[src/rtl/booth_ctrl_if.sv]
// Handshake/command bundle between the Booth sequencing controller and the A/B/C datapath.
interface booth_ctrl_if;
   logic       Start;
   logic [1:0] Q_pair;
   logic       Load;
   logic       Add;
   logic       Addc;
   logic       Shift;
   logic       Busy;
   logic       Done;

   modport master (output Start, Q_pair, input Load, Add, Addc, Shift, Busy, Done);
   modport slave  (input Start, Q_pair, output Load, Add, Addc, Shift, Busy, Done);
endinterface

[src/rtl/booth_ctrl.sv]
// Radix-2 Booth multiplier sequencer: issues Load/Add/Addc/Shift with settle spacing.
// Optional macro BOOTH_SKIP_EN: NOP iterations (Q_pair 00/11) bypass OP and WAIT_O.
module booth_ctrl #(
   parameter int n      = 8,
   parameter int SETTLE = 2
) (
   input  logic        Clock,
   input  logic        Reset,
   booth_ctrl_if.slave bus
);
   localparam int             CW        = $clog2(n + 1);
   localparam logic [CW-1:0]  N_ITER    = CW'(n);
   localparam logic [2:0]     SETTLE_M1 = 3'(SETTLE - 1);

   typedef enum logic [3:0] {
      IDLE, LOAD, WAIT_L, EVAL, OP, WAIT_O, SHIFT, WAIT_S, DONE
   } state_e;

   state_e          state_q, state_d;
   logic [CW-1:0]   iter_q, iter_d;
   logic [2:0]      settle_q, settle_d;
   logic [1:0]      op_sel_q, op_sel_d;

   always_ff @(posedge Clock) begin
      if (Reset) begin
         state_q  <= IDLE;
         iter_q   <= '0;
         settle_q <= '0;
         op_sel_q <= '0;
      end else begin
         state_q  <= state_d;
         iter_q   <= iter_d;
         settle_q <= settle_d;
         op_sel_q <= op_sel_d;
      end
   end

   always_comb begin
      state_d  = state_q;
      iter_d   = iter_q;
      settle_d = settle_q;
      op_sel_d = op_sel_q;
      case (state_q)
         IDLE:   if (bus.Start) state_d = LOAD;
         LOAD: begin
            iter_d   = N_ITER;
            settle_d = SETTLE_M1;
            state_d  = WAIT_L;
         end
         WAIT_L: begin
            if (settle_q == 3'd0) state_d = EVAL;
            else                  settle_d = settle_q - 3'd1;
         end
         EVAL: begin
            op_sel_d = bus.Q_pair;
`ifdef BOOTH_SKIP_EN
            state_d  = (bus.Q_pair[1] == bus.Q_pair[0]) ? SHIFT : OP;
`else
            state_d  = OP;
`endif
         end
         OP: begin
            // NOP iterations still settle so latency stays data-independent
            settle_d = SETTLE_M1;
            state_d  = WAIT_O;
         end
         WAIT_O: begin
            if (settle_q == 3'd0) state_d = SHIFT;
            else                  settle_d = settle_q - 3'd1;
         end
         SHIFT: begin
            settle_d = SETTLE_M1;
            state_d  = WAIT_S;
         end
         WAIT_S: begin
            if (settle_q == 3'd0) begin
               if (iter_q != '0) iter_d = iter_q - CW'(1);
               state_d = (iter_q <= CW'(1)) ? DONE : EVAL;
            end else begin
               settle_d = settle_q - 3'd1;
            end
         end
         DONE:    state_d = IDLE;
         default: state_d = IDLE;
      endcase
   end

   always_comb begin
      bus.Load  = 1'b0;
      bus.Add   = 1'b0;
      bus.Addc  = 1'b0;
      bus.Shift = 1'b0;
      bus.Done  = 1'b0;
      bus.Busy  = 1'b0;
      case (state_q)
         LOAD:  bus.Load  = 1'b1;
         OP: begin
            bus.Add  = (op_sel_q == 2'b01);
            bus.Addc = (op_sel_q == 2'b10);
         end
         SHIFT: bus.Shift = 1'b1;
         DONE:  bus.Done  = 1'b1;
         default: ;
      endcase
      bus.Busy = (state_q != IDLE) && (state_q != DONE);
   end
endmodule

[src/flat_wrapper.sv]
// flat-port wrapper written by rule: the top's interface ports become plain ports
module booth_ctrl_flat 
#(
   parameter int n      = 8,
   parameter int SETTLE = 2
)
  (Clock, Reset, bus_Start, bus_Q_pair, bus_Load, bus_Add, bus_Addc, bus_Shift, bus_Busy, bus_Done);
  booth_ctrl_if bus_i ();
  input  logic Clock;
  input  logic Reset;
  input wire logic [$bits(bus_i.Start)-1:0] bus_Start;
  input wire logic [$bits(bus_i.Q_pair)-1:0] bus_Q_pair;
  output wire logic [$bits(bus_i.Load)-1:0] bus_Load;
  output wire logic [$bits(bus_i.Add)-1:0] bus_Add;
  output wire logic [$bits(bus_i.Addc)-1:0] bus_Addc;
  output wire logic [$bits(bus_i.Shift)-1:0] bus_Shift;
  output wire logic [$bits(bus_i.Busy)-1:0] bus_Busy;
  output wire logic [$bits(bus_i.Done)-1:0] bus_Done;
  assign bus_i.Start = bus_Start;
  assign bus_i.Q_pair = bus_Q_pair;
  assign bus_Load = bus_i.Load;
  assign bus_Add = bus_i.Add;
  assign bus_Addc = bus_i.Addc;
  assign bus_Shift = bus_i.Shift;
  assign bus_Busy = bus_i.Busy;
  assign bus_Done = bus_i.Done;
  booth_ctrl #(.n(n), .SETTLE(SETTLE)) u_core (.Clock(Clock), .Reset(Reset), .bus(bus_i));
endmodule
[config.mk]
export PLATFORM = sky130hd
export DESIGN_NAME = booth_ctrl_flat
export DESIGN_NICKNAME = d
export VERILOG_FILES = /design/src/rtl/booth_ctrl_if.sv /design/src/rtl/booth_ctrl.sv /design/src/flat_wrapper.sv
export SDC_FILE = /design/constraint.sdc
export NUM_CORES = 1
export LEC_CHECK = 0
export ABC_AREA = 0
export BUFFER_PORTS_ARGS = -buffer_cell sky130_fd_sc_hd__buf_2
export CORE_MARGIN = 5
export CORE_UTILIZATION = 60
export CTS_BUF_LIST = sky130_fd_sc_hd__clkbuf_4
export DETAILED_ROUTE_END_ITERATION = 7
export GPL_TIMING_DRIVEN = 0
export PLACE_DENSITY_LB_ADDON = 0.08
export SLEW_MARGIN = 40
export SYNTH_ARGS = -nofsm -noshare
export SYNTH_HDL_FRONTEND = slang
export SYNTH_SLANG_ARGS = --single-unit
[constraint.sdc]
create_clock -name Clock -period 3 [get_ports Clock]
set_input_delay 0.3 -clock Clock [delete_from_list [all_inputs] [get_ports Clock]]
set_output_delay 0.3 -clock Clock [all_outputs]
set_load 0.005 [all_outputs]
==> results_dict.tcl <==
set metrics [dict create \
    status "complete, no violations" \
    synth_area_leaders "dfxtp_1 (30%), ha_1 (7.3%), a21oi_1 (5.3%)" \
    tns_ns 0 \
    drt-initial-drc-count 20 \
    viasPerCell 6.02 \
    synth_edf_count 0 \
    mappedNetlistNets 111 \
    critical-path-max-stage-delay_ns 0.46 \
    die_w_um 47.8 \
    grt_remaining_overflow 0 \
    grt_pass1_vias 755 \
    tritoncts "done" \
    finalInstanceArea_um2 955 \
    cts.repair.resized 0 \
    setup_viol 0 \
    clkLatencyLatePin_ns 0.28 \
    io_buffer_count 10 \
    holdCritPathClass "in2reg" \
    core-area_um2 1320 \
    avgSynthCellArea_um2 8.47 \
    fmax_mhz 447 \
    leakagePower_nw 0.372 \
    async_flop_share_pct 0 \
    slew_headroom_pct 68.7 \
    grt_pass1_wl_um 3060 \
    power_mw 0.475 \
    htree_levels 1 \
    start_util_pct 65.0 \
    synth_ff_type "dfxtp_1" \
    areaGrowthSynthToFinish_pct 11.5 \
    syn_area_um2 856 \
    period_minus_slack_ns 2.24 \
    die_h_um 47.8 \
    gp_congestion 0.774 \
    cts_buffers 3 \
    fin_nets 126 \
    setup_ws_ns 0.761 \
    antenna_cells 0 \
    period_share_pct 74.6 \
    wl_um 1770 \
    synth_common_cells "dfxtp_1 (13), a21oi_1 (9), inv_1 (7), nor2_1 (6), o21ai_0 (6)" \
    clock_path_buffers 2 \
    synth_top_cell_by_area "dfxtp_1" \
    yosysSeqAreaShare_pct 30.4 \
    vdd_drop_max_v 0.000425 \
    arrival_ns 1.94 \
    path_class "reg2out" \
    ys_types 37 \
    clk_pin_slew_worst_paths_ns 0.08 \
    worst_setup_path_start_kind "flip-flop" \
    crit_chain "clkbuf_1 -> nand2b_1 -> or3_1 -> nor3b_1 -> buf_2" \
    fillers 109 \
    cts-root-buf "clkbuf_4" \
    path_buf_inv 2 \
    worstMarginPinSlew_ns 0.469 \
    cts_hold_buf 0 \
    yosys_register_bits 13 \
    cts.sinks 13 \
    placed_area_um2 925 \
    antenna_found_initial 0 \
    rsz0062_at_grt "false" \
    syn_inst 101 \
    p_per_area_nw_per_um2 497 \
    grt_max_degree 11 \
    drive_gt1_share_pct 20.9 \
    design.die.area_um2 2280 \
    grt.total_usage_pct 19.3 \
    rows 13 \
    cts_setup_buffers 0 \
    vias 783 \
    drtAntennaViolNets 0 \
    yosys_warnings 0 \
    first_pass_iters 6 \
    end_kind "output port" \
    synth_top_area_share_pct 30.4 \
    yosysMostFrequentCell "dfxtp_1" \
    route.detailed.drc 0 \
    crit_required_ns 2.70 \
    worst_clock_skew_ns 0.00274 \
    cap_violations 0 \
    io_pins 11 \
    hold_violations 0 \
    slew_viol_final 0 \
    worstPathMaxFanout 10 \
    dpl.hpwl_um 1250 \
    cpMaxStageDelayCell "dfxtp_1" \
    routedWlPerCell_um 13.6 \
    timing.hold.ws_ns 0.199 \
    dp_slack_ns 1.15 \
    cp_top_family "simple AND/OR/NAND/NOR gates" \
]
worst register-to-register path, delay by kind of cell (launching register included):
family / cells / cell delay [ns]
fa+ha+maj: 1 / 0.17
simple gates: 3 / 0.97
compound gates: 1 / 0.22
buf+inv: 1 / 0.08
flops: 1 / 0.33
layer usage:
layer / routed length (um) / vias up / track usage, % / part of all wire (%)
met5: 0 / - / 0 / 0
met4: 33 / 0 / 11.8 / 1.9
met3: 74 / 3 / 4.51 / 4.2
met2: 789 / 12 / 29.0 / 45
met1: 868 / 367 / 24.8 / 49
li1: - / 401 / - / -
cell families (layout without fill, tap and decap cells):
kind of cell | Yosys count | in the layout | share of synthesized area [%]
buf+inv | 12 | 26 | 6.43
compound gates | 29 | 29 | 23.2
flops | 13 | 13 | 30.4
fa+ha+maj | 5 | 5 | 7.31
simple gates | 42 | 42 | 32.6
layout make-up:
| type | count | area, um^2 | share of cell area (%) |
|---|---|---|---|
| Buffer | 5 | 28.8 | 3.01 |
| Clock buffer | 4 | 30.0 | 3.15 |
| Inverter | 7 | 26.3 | 2.75 |
| Multi-Input combinational cell | 76 | 541 | 56.6 |
| Sequential cell | 13 | 260 | 27.3 |
| Tap cell | 15 | 18.8 | 1.97 |
| Timing Repair Buffer | 10 | 50.0 | 5.24 |
final timing paths:
check	slack [ns]	end	startpoint	depth (start not counted)
min reg2reg	0.49	u_core.settle_q[0]$_SDFFE_PP0P_	u_core.settle_q[0]$_SDFFE_PP0P_	1
max	0.76	bus_Add	u_core.state_q[2]$_SDFFE_PP0P_	5
min	0.20	u_core.state_q[0]$_SDFFE_PP0P_	Reset	2
max reg2reg	1.14	u_core.iter_q[2]$_SDFFE_PP0P_	u_core.settle_q[0]$_SDFFE_PP0P_	6
report_power, final:
part	internal, mW	switching (mW)	total, mW
Clock	0.0607	0.0584	0.119
Sequential	0.189	0.0183	0.207
Combinational	0.0658	0.0825	0.148
registers in the layout, indices dropped and copies added, names as in the netlist:
signal and count:
u_core.op_sel_q 2, u_core.iter_q 4, u_core.state_q 4, u_core.settle_q 3
per-stage QoR:
stage / util (%) / instances
after global routing: 72.5 / 130
after floorplan: - / 101
after detailed placement: 70.2 / 126
final: 72.5 / 130
after global placement: 70.2 / 126
after CTS: 72.5 / 130
cells in the final DEF (no fill, tap or decap):
master / synthesis / routed
a211oi_2: 1 / 1
or2_2: 2 / 2
o31a_1: 2 / 2
nand3b_1: 1 / 1
inv_1: 7 / 7
a2111oi_0: 1 / 1
o31ai_1: 1 / 1
ha_1: 5 / 5
nor3b_1: 2 / 2
a211oi_1: 3 / 3
or4_1: 3 / 3
nand4b_1: 1 / 1
nor4b_4: 1 / 1
o21ai_0: 6 / 6
nand3_1: 1 / 1
a311o_1: 1 / 1
a21oi_2: 1 / 1
o32ai_1: 1 / 1
buf_2: 2 / 12
a21bo_2: 2 / 2
and4_1: 1 / 1
clkbuf_1: 2 / 2
nor2_1: 6 / 6
clkbuf_4: 0 / 4
and3b_1: 1 / 1
dfxtp_1: 13 / 13
a21oi_1: 9 / 9
or3b_1: 3 / 3
nor3_1: 3 / 3
o21a_1: 1 / 1
buf_6: 1 / 1
nor4_1: 2 / 2
nor2b_1: 3 / 3
or3_1: 3 / 3
and4b_1: 1 / 1
nand2b_1: 4 / 4
nand4_1: 1 / 1
nand2_1: 3 / 3
Note: power is estimated with default switching activity, not from simulation.
